$ cat config.mk
export PLATFORM = sky130hd
export DESIGN_NAME = fft_frame_sequencer
export DESIGN_NICKNAME = d
export VERILOG_FILES = /design/src/rtl/fft_frame_sequencer.sv
export SDC_FILE = /design/constraint.sdc
export NUM_CORES = 1
export LEC_CHECK = 0
export ABC_AREA = 1
export BUFFER_PORTS_ARGS = -buffer_cell sky130_fd_sc_hd__clkbuf_2
export CAP_MARGIN = 20
export CORE_ASPECT_RATIO = 1.25
export CORE_MARGIN = 2
export CORE_UTILIZATION = 32
export DETAILED_ROUTE_END_ITERATION = 6
export GPL_TIMING_DRIVEN = 1
export MAX_ROUTING_LAYER = met4
export PLACE_DENSITY = 0.73
export SETUP_SLACK_MARGIN = 0.02
export SLEW_MARGIN = 25
export SYNTH_ARGS = -nofsm -noshare
export SYNTH_HDL_FRONTEND = slang
export SYNTH_SLANG_ARGS = --single-unit
$ cat constraint.sdc
create_clock -name clk -period 1.4 [get_ports clk]
set_clock_uncertainty 0.2 [all_clocks]
set_input_delay 0.35 -clock clk [delete_from_list [all_inputs] [get_ports clk]]
set_output_delay 0.35 -clock clk [all_outputs]
set_load 0.005 [all_outputs]
$ cat src/rtl/fft_frame_sequencer.sv
// ----------------------------------------------------------------------------
// fft_frame_sequencer
//
// Runs one complete FFT transform per accepted start pulse:
//   1. latches {scaleSch, forward} and pushes one config beat to the core,
//   2. gates exactly NFFT samples from the sample source into the core's
//      data-in stream (zero-latency passthrough), flagging the last with TLAST,
//   3. waits for the core's output frame to end (o_beat & o_last),
//   4. pulses done for one cycle and returns to idle.
//
// Ports
//   clk, resetn           clock, asynchronous active-low reset
//   start                 single-cycle run request (honoured only when idle)
//   scaleSch, forward     transform settings, sampled on accepted start
//   busy, done            status: busy from accepted start through done pulse
//   cfg_tvalid/tready/    config stream to the FFT core (one beat per frame)
//   cfg_tdata
//   s_tvalid/tready/      sample source (upstream)
//   s_tdata
//   d_tvalid/tready/      FFT core data-in stream (downstream)
//   d_tdata/tlast
//   o_beat, o_last        observed handshake / tlast of the core's output
// ----------------------------------------------------------------------------
module fft_frame_sequencer #(
   parameter int LOG2_NFFT  = 4,
   parameter int DATA_WIDTH = 32
) (
   input  logic                  clk,
   input  logic                  resetn,
   input  logic                  start,
   input  logic [3:0]            scaleSch,
   input  logic                  forward,
   output logic                  busy,
   output logic                  done,
   input  logic                  cfg_tready,
   output logic                  cfg_tvalid,
   output logic [7:0]            cfg_tdata,
   input  logic                  s_tvalid,
   output logic                  s_tready,
   input  logic [DATA_WIDTH-1:0] s_tdata,
   output logic                  d_tvalid,
   input  logic                  d_tready,
   output logic [DATA_WIDTH-1:0] d_tdata,
   output logic                  d_tlast,
   input  logic                  o_beat,
   input  logic                  o_last
);

   localparam int                   NFFT     = 1 << LOG2_NFFT;
   localparam logic [LOG2_NFFT-1:0] LAST_IDX = LOG2_NFFT'(NFFT - 1);

   typedef enum logic [2:0] {
      S_IDLE,
      S_CONFIG,
      S_STREAM,
      S_DRAIN,
      S_DONE
   } state_t;

   state_t               state_q,      state_d;
   logic [4:0]           cfg_q,        cfg_d;        // {scale, forward}
   logic                 cfg_tvalid_q, cfg_tvalid_d;
   logic [LOG2_NFFT-1:0] count_q,      count_d;

   // -------------------------------------------------------------------------
   // State register
   // -------------------------------------------------------------------------
   // NOTE: sequential state uses non-blocking assignments so every flop
   // samples the pre-edge value of every other flop, independent of order.
   always_ff @(posedge clk or negedge resetn) begin
      if (!resetn) begin
         state_q      <= S_IDLE;
         cfg_q        <= '0;
         cfg_tvalid_q <= 1'b0;
         count_q      <= '0;
      end else begin
         state_q      <= state_d;
         cfg_q        <= cfg_d;
         cfg_tvalid_q <= cfg_tvalid_d;
         count_q      <= count_d;
      end
   end

   // -------------------------------------------------------------------------
   // Next-state logic
   // -------------------------------------------------------------------------
   // NOTE: every signal gets a hold-value default up front so no path through
   // the case statement leaves it unassigned (which would infer a latch).
   always_comb begin
      state_d      = state_q;
      cfg_d        = cfg_q;
      cfg_tvalid_d = cfg_tvalid_q;
      count_d      = count_q;

      unique case (state_q)
         S_IDLE: begin
            if (start) begin
               cfg_d        = {scaleSch, forward};
               cfg_tvalid_d = 1'b1;
               state_d      = S_CONFIG;
            end
         end
         S_CONFIG: begin
            // cfg_tvalid_q is always set here, so ready alone completes it.
            if (cfg_tready) begin
               cfg_tvalid_d = 1'b0;
               state_d      = S_STREAM;
            end
         end
         S_STREAM: begin
            if (s_tvalid && d_tready) begin
               // Natural wrap returns the counter to 0 after the last sample.
               count_d = count_q + 1'b1;
               if (count_q == LAST_IDX) state_d = S_DRAIN;
            end
         end
         S_DRAIN: begin
            // Residue o_last seen while streaming never reaches this check.
            if (o_beat && o_last) state_d = S_DONE;
         end
         S_DONE:  state_d = S_IDLE;
         default: state_d = S_IDLE;
      endcase
   end

   // -------------------------------------------------------------------------
   // Outputs
   // -------------------------------------------------------------------------
   logic stream_active;

   always_comb begin
      stream_active = (state_q == S_STREAM);

      busy       = (state_q != S_IDLE);
      done       = (state_q == S_DONE);
      cfg_tvalid = cfg_tvalid_q;
      cfg_tdata  = {3'b000, cfg_q};

      // Zero-latency passthrough, fully gated off outside the stream phase so
      // the source is never drained and the core never sees stray beats.
      s_tready = stream_active & d_tready;
      d_tvalid = stream_active & s_tvalid;
      d_tdata  = stream_active ? s_tdata : '0;
      d_tlast  = stream_active && (count_q == LAST_IDX);
   end

endmodule

* After elaboration in Yosys (flattened, before gate mapping)
Index checks and enable logic that the tools add are counted.
Storage, ports and cells: bits of input ports 45, flip-flop bits (word level) 13, logic and storage cells 37
Cells by class: mux-type cells 10, reduce and logical (&&, ||, !) cells 10, add/subtract/negate cells 1, bitwise operators 2, equality and inequality tests 10
Operator list (count):
- 32-bit 2-to-1 mux | 1
- 3-bit 2-to-1 mux | 5
- 3-bit one-hot mux with 4 select lines | 1
- 3-bit by 2-bit equality test with 1-bit output (second input constant) | 2
- 2-bit != test (second input constant) | 3
- 5-bit AND reduction | 1
- 4-bit by 1-bit adder with 4-bit output (second input constant) | 1
- 4-bit equality test (second input constant) | 1
- 2-bit by 1-bit != test with 1-bit output (second input constant) | 2
- 2-bit AND reduction | 2
- 3-bit by 1-bit equality test with 1-bit output (second input constant) | 1
- 3-bit equality test (second input constant) | 1
- 1-bit logical AND | 3
- 3-bit logical NOT | 1
- 3-bit AND reduction | 1
- 3-bit nonzero test | 1
- 1-bit bitwise AND | 2
- 1-bit 2-to-1 mux | 2
- 1-bit one-hot mux with 2 select lines | 1
- 2-bit nonzero test | 1

* Logic depth before layout (Yosys ltp)
Gate-level depths: netlist of the first run.
depth in word-level cells 4, gate-level depth with buffers 8, mapped depth without buffers 8

* Worst setup path after synthesis of the first run
OpenSTA, ideal clock, no wires.
path kind reg-to-output, start register state_q[0], end output d_tdata[10], arrival time 0.958 ns, stages on the path, launching flop included 5, data required time 0.850 ns, slack -0.108 ns, cells stage by stage dfrtp_1 nor2_4 nand2_4 buf_2 nor2_1
On the way: word-level cells in the longest chain between the ends 2
Ends and longest elaborated chain:
- start, declared | RTL line 60 | state_t state_q, state_d;
- start signal, assigned | RTL line 77 | state_q <= state_d;
- 3-bit by 2-bit equality test with 1-bit output | RTL line 132 | stream_active = (state_q == S_STREAM);
- 32-bit 2-to-1 mux | RTL line 143 | d_tdata = stream_active ? s_tdata : '0;
- end, declared | RTL line 43 | output logic [DATA_WIDTH-1:0] d_tdata,
Every way passes these cells.

* Worst setup path after layout of the first run
start register state_q[2], end output d_tdata[3]
Same word-level chain as after synthesis.

==> results of run 1 <==
## final cells by class
| class | instances | area (µm²) |
|---|---|---|
| fillers | 291 | 1180 |
| repair buffers | 108 | 617 |
| multi-input cells | 88 | 482 |
| flip-flops and latches | 13 | 327 |
| inverters | 47 | 181 |
| well taps | 36 | 45.0 |
| clock buffers | 4 | 26.3 |
## worst register-to-register path: stages, from the launching register on
cell and delay [ps]:
dfrtp_1 420, nor2_4 150, nand2_4 100, buf_4 150, buf_6 110, inv_4 60, nand2_4 70, nor2_2 90
xor2_1 150
## synthesized netlist by cell type
cell / count / area (µm²)
nand3_1: 6 / 30.0
dfrtp_1: 13 / 325
o21ai_0: 2 / 10.0
nor2_4: 1 / 11.3
o21ai_1: 3 / 15.0
nor3_1: 1 / 5.00
nand4_1: 1 / 6.26
a31oi_1: 1 / 6.26
nor2_2: 2 / 12.5
nand2_4: 2 / 22.5
conb_1: 1 / 3.75
buf_2: 4 / 20.0
nand2_1: 23 / 86.3
nor2_1: 39 / 146
inv_4: 1 / 6.26
buf_4: 3 / 22.5
ha_1: 1 / 12.5
xnor2_1: 1 / 8.76
inv_1: 46 / 173
xor2_1: 2 / 17.5
## cell families (layout without fill, tap and decap cells)
kind of cell | after synthesis | after routing
DFF | 13 | 13
xor gates and xnor gates | 3 | 3
and+or+nand+nor | 75 | 75
buffers and inverters | 54 | 159
adders and majority gates | 1 | 1
other | 1 | 3
AOI/OAI and AO/OA | 6 | 6
## registers in the layout, indices dropped and copies added (netlist names)
name	flops
state_q	3
count_q	4
cfg_tvalid	1
cfg_q	5
## worst max-delay path by stage
stage                     cells past startpoint        from  slack, ps     endpoint
after floorplan                               4  state_q[0]       -110  d_tdata[10]
after global placement                        5  state_q[2]       -130   d_tdata[4]
after detailed placement                      5  state_q[2]       -150   d_tdata[3]
after CTS                                     5  state_q[0]       -450   d_tdata[3]
after global routing                          5  state_q[2]       -550   d_tdata[8]
final                                         5  state_q[2]       -450   d_tdata[3]
## layer usage
metal	up-vias	GRT usage, %	share of wire, %
li1	632	-	-
met1	517	15.4	34
met2	56	29.5	55
met3	0	0.922	10
met4	0	3.85	0
met5	-	-	0
## metrics by stage
| step | cells | worst slack, ps | total power, µW |
|---|---|---|---|
| after global placement | 288 | -128 | 2210 |
| after global routing | 296 | -549 | 2970 |
| after detailed placement | 288 | -150 | 2240 |
| after floorplan | 155 | -108 | 1400 |
| after CTS | 294 | -455 | 2590 |
| final | 296 | -452 | 2690 |
## timing repair
item / 4_1_cts / 5_1_grt
setup buffers: 1 / 2
resized for setup: 17 / 25
pin swaps: 4 / 5
endpoints found under the setup margin: 41 / 50
gates cloned: 0 / 1
hold buffers: 1 / 0
hold endpoints to repair: 13 / 0
## where the power goes
group          switching [µW]  internal [µW]
clock network             116            110
registers                 117            546
logic                     885            920
total                    1120           1580
==> flow_summary.toml, run 1 <==
[run_status]
outcome = "finished with violations"
violations = "setup timing"

[placement]
io_buffers = 87
dpl.hpwl_um = 2060
placedInstanceArea_um2 = 1530
gp_congestion = 0.798

[critical_path]
crit_buf_inv = 2
r2r-start = "state_q[2]"
required_ps = 850
crit_path_end_kind = "primary output"
startpoint_type = "register"
rrSetupSlack_ps = -180
cp_max_fo = 7
crit_path_cell_trace = "nor2_4 -> nand2_4 -> buf_4 -> nor2_1 -> clkbuf_2"
slowest_delay_ps = 420
crit_arrival_ps = 1300
critical-path-top-delay-family = "flip-flops"
regToRegEndpoint = "count_q[2]"
slowest_stage = "dfrtp_1"
path_class = "reg2out"
reg2reg_depth = 8

[floorplanning]
die_area_um2 = 3390
initial_core_util_pct = 32.9
die_y_um = 64.6
fp-row-count = 22
core_um2 = 2860
num_io_pins = 91
die_w_um = 52.5

[grt]
globalRouteTotalUtil_pct = 15.0
grt_max_degree = 19
antenna_found_initial = 0
overflow = 0
grt_pass1_vias = 1028
grt_first_pass_wirelength_um = 3930

[synthesis]
synth_top_family_by_area = "simple AND/OR/NAND/NOR gates"
ys_warn_count = 0
ys_seq_elements = 13
ys_seq_area_share_pct = 34.6
syn_avg_cell_area_um2 = 6.15
synth_xor_area_share_pct = 2.79
yosys.area_share.adder_pct = 1.33
netlist_instances = 153
synth_cell_types = 20
synth_area_um2 = 941
synth_compound_area_share_pct = 3.32
synth_mux_area_share_pct = 0
synth-simple-area-share_pct = 34.0

[final_layout]
drive_above_1_share_pct = 54.2
final_nets = 307
design_area_um2 = 1680
area_delta_synth_final_pct = 78.3
final_common_cell = "clkbuf_2"
antenna_cells = 0
final_cell_mix = "clkbuf_2, inv_1, nor2_1"
final_util_pct = 58.6

[clocking]
cts_max_level = 1
cts_tree = "done"
clock_path_buffers = 2
clk_pin_slew_ps = 80
cts_made_buffers = 3
cts_sinks = 13
cts_root_buf = "clkbuf_4"
clk-insertion-delay-late_ps = 270

[timing]
post-route-period-util_pct = 132
tns_ps = -16230
max_freq_mhz = 540
hold_ws_ps = 89.6
finalWorstSetupSlack_ps = -452
rsz0062_at_grt = "yes"
finalMaxSlewViolations = 0
hold_viol_final = 0
setup_viol = 47
fin_crit_ps = 1850

[power_and_ir_drop]
cellPowerDensity_nw_per_um2 = 1610
ir_drop_mv = 0.981
p_leak_uw = 0.00114

[detailed_routing]
vias = 1205
viasPerCell = 4.07
firstDrtPassIters = 3
wire_per_inst_um = 8.51
drtIter0Drc = 9
drc_errors = 0
wl_um = 2520
antenna_left = 0

[job]
cap_violations = 0

[min_path]
hold_start = "scaleSch[1]"
whs_path_depth = 3
hp-class = "in2reg"
hold_end = "cfg_q[2]"
No activity file was read; power rests on OpenSTA's default activity.
==> run 2: changes to the inputs <==
--- a/config.mk
+++ b/config.mk
@@ -7,3 +7,2 @@
 export LEC_CHECK = 0
-export ABC_AREA = 1
 export BUFFER_PORTS_ARGS = -buffer_cell sky130_fd_sc_hd__clkbuf_2
@@ -15,4 +14,3 @@
 export GPL_TIMING_DRIVEN = 1
-export MAX_ROUTING_LAYER = met4
-export PLACE_DENSITY = 0.73
+export PLACE_DENSITY = 0.74
 export SETUP_SLACK_MARGIN = 0.02
--- a/constraint.sdc
+++ b/constraint.sdc
@@ -4,2 +4,2 @@
 set_output_delay 0.35 -clock clk [all_outputs]
-set_load 0.005 [all_outputs]
+set_load 0.05 [all_outputs]
==> run 2 against run 1 <==
  * The run still ends with setup timing left
  * Clock power rose by 11%
  * Die area fell by 4.5%
  * Sequential cell count did not move
  * Non-clock buffer count rose by 7
  * Cell area rose by 51%
  * Synthesized cell count fell by 40%
  * Power rose by 150%
  * Clock-buffer cell count did not move
  * Critical path type unchanged
==> flow_summary.toml, run 2 <==
[run_status]
outcome = "finished with violations"
violations = "setup timing"

[clocking]
cts_made_buffers = 3
cts_sinks = 13
clock_path_buffers = 2
cts_max_level = 1
clk_pin_slew_ps = 90
cts_tree = "done"
clk-insertion-delay-late_ps = 300
cts_root_buf = "clkbuf_4"

[placement]
io_buffers = 87
gp_congestion = 0.738
pre_cts_slack_ps = -435
placedInstanceArea_um2 = 1710
dpl.hpwl_um = 2260

[critical_path]
crit_path_cell_trace = "nor3b_4 -> buf_6 -> clkbuf_16 -> and2_4 -> clkbuf_16"
path_class = "reg2out"
crit_path_end_kind = "primary output"
cp_common_cell = "clkbuf_16"
slowest_delay_ps = 430
r2r-start = "state_q[2]"
required_ps = 850
regToRegEndpoint = "cfg_q[3]"
slowest_stage = "dfrtp_1"
startpoint_type = "register"
crit_arrival_ps = 1580
reg2reg_depth = 5
cp_max_fo = 9
rrSetupSlack_ps = -570
critical-path-top-delay-family = "buffers and inverters"
crit_buf_inv = 3

[final_layout]
area_delta_synth_final_pct = 182
fillers = 76
final_nets = 251
top_register = "cfg_q"
drive_above_1_share_pct = 84.3
antenna_cells = 0
largest_reg_flops = 5
largestRegisters = "cfg_q: 5 flops, count_q: 4 flops, state_q: 3 flops"
design_area_um2 = 2530
final_cell_mix = "clkbuf_2, and2_4, clkbuf_16"
final_common_cell = "clkbuf_2"

[detailed_routing]
firstDrtPassIters = 4
antenna_left = 0
viasPerCell = 5.00
topRoutingLayerUsed = "met4"
drt-met1-wl_um = 1840
wire_per_inst_um = 22.0
routed-wl-met3_um = 460
drtIter0Drc = 33
wl_met2_um = 2770
drc_errors = 0
wl_um = 5240
vias = 1190

[timing]
tns_ps = -29620
rsz0062_at_grt = "yes"
setup_viol = 53
finalMaxSlewViolations = 0
max_freq_mhz = 470
post-route-period-util_pct = 152
hold_viol_final = 0
fin_crit_ps = 2130
finalWorstSetupSlack_ps = -729

[synthesis]
synth-main-ff-cell = "dfrtp_1"
ys_seq_area_share_pct = 36.3
netlist_instances = 92
yosys-top-cells-area = "dfrtp_1, and2_1, mux2_4"
async_flop_share_pct = 100
synth.most_common_cell = "and2_1"
ys_seq_elements = 13
syn_avg_cell_area_um2 = 9.74
synth_top_cell_area_share_pct = 36.3
ys_warn_count = 0
synth_cell_types = 27
synth_edf_count = 0
yosysTopAreaCell = "dfrtp_1"
synthTopCellsByCount = "and2_1, dfrtp_1, mux2_4"
synth_area_um2 = 896

[grt]
grt_max_degree = 20
globalRouteTotalUtil_pct = 30.7
overflow = 0
grt_first_pass_wirelength_um = 7220
antenna_found_initial = 0
grt_pass1_vias = 1317

[power_and_ir_drop]
combPwrFrac_pct = 85.3
p_leak_uw = 0.00124
clkPwrFrac_pct = 3.8
intPower_uw = 3590
p_sw_uw = 3070
swShare_pct = 46.1
power_frac_seq_pct = 11.0
cellPowerDensity_nw_per_um2 = 2630
ir_drop_mv = 2.38

[min_path]
whs_path_depth = 2
hp-class = "in2reg"
hold_start = "scaleSch[1]"
hold_end = "cfg_q[2]"

[floorplanning]
fp-row-count = 21
die_w_um = 51.3
num_io_pins = 91
die_area_um2 = 3240
core_um2 = 2680
die_y_um = 63.2
initial_core_util_pct = 33.4

[job]
cap_violations = 0
run 2: changes by cell type in the layout (fill, tap and decap cells not counted), moves of 13 or more:
cell / previous run / this run
and2_4: 0 / 35
buf_12: 1 / 14
clkbuf_16: 0 / 24
clkbuf_2: 78 / 44
inv_1: 44 / 2
nand2_1: 20 / 0
nor2_1: 25 / 1
nor2_2: 15 / 1
run 2: area by class of cell:
type | count | area [µm²] | share of cell area, %
inverter | 2 | 7.51 | 0.297
tap | 34 | 42.5 | 1.68
clock buffer | 4 | 26.3 | 1.04
sequential | 13 | 325 | 12.9
multi-input combinational | 70 | 693 | 27.4
timing repair buffer | 115 | 1430 | 56.7
run 2: what timing repair did:
| action | in CTS | in global routing |
|---|---|---|
| hold buffers | 1 | 0 |
| hold endpoints to repair | 13 | 0 |
| cloned | 1 | 1 |
| resized for setup | 98 | 16 |
| endpoints found under the setup margin | 53 | 56 |
| pin swaps | 7 | 6 |
| buffers inserted | 11 | 5 |
run 2: logic make-up after synthesis:
logic type | synth area share [%]
AOI/OAI and AO/OA | 4.89
xor gates and xnor gates | 2.93
adders and majority gates | 1.40
buffers and inverters | 7.40
DFF | 36.3
muxes | 9.64
other | 0.419
and+or+nand+nor | 37.0
run 2: how the worst max path moves through the flow:
stage	endpoint	slack (ps)	cells after the start	startpoint
6_report	d_tdata[10]	-730	5	state_q[2]
2_1_floorplan	cfg_q[0]	-350	4	state_q[1]
5_1_grt	d_tdata[7]	-770	5	state_q[2]
3_3_place_gp	d_tdata[10]	-380	4	state_q[2]
3_5_place_dp	d_tdata[4]	-430	4	state_q[2]
4_1_cts	d_tdata[4]	-660	5	state_q[0]
run 2: stage by stage:
| step | power [µW] | hold slack, ps | utilization [%] | instances |
|---|---|---|---|---|
| floorplan | 3380 | -146 | - | 94 |
| global placement | 4320 | 52.4 | 64.0 | 217 |
| detailed placement | 4400 | 64.2 | 64.0 | 217 |
| CTS | 6110 | 91.6 | 90.8 | 233 |
| global route | 6850 | 83.0 | 94.3 | 238 |
| finish | 6660 | 84.1 | 94.3 | 238 |
run 2: power by group through the flow:
stage	combinational (µW)	clock, µW	sequential (µW)
2_1_floorplan	2430	0	953
3_3_place_gp	3680	0	646
3_5_place_dp	3740	0	659
4_1_cts	5200	244	666
5_1_grt	5850	261	740
6_report	5680	250	729
run 2: routing by layer:
metal	global-route usage (%)	vias up
met5	0	-
met4	8.22	0
met3	8.29	14
met2	56.7	86
met1	33.7	573
li1	-	517
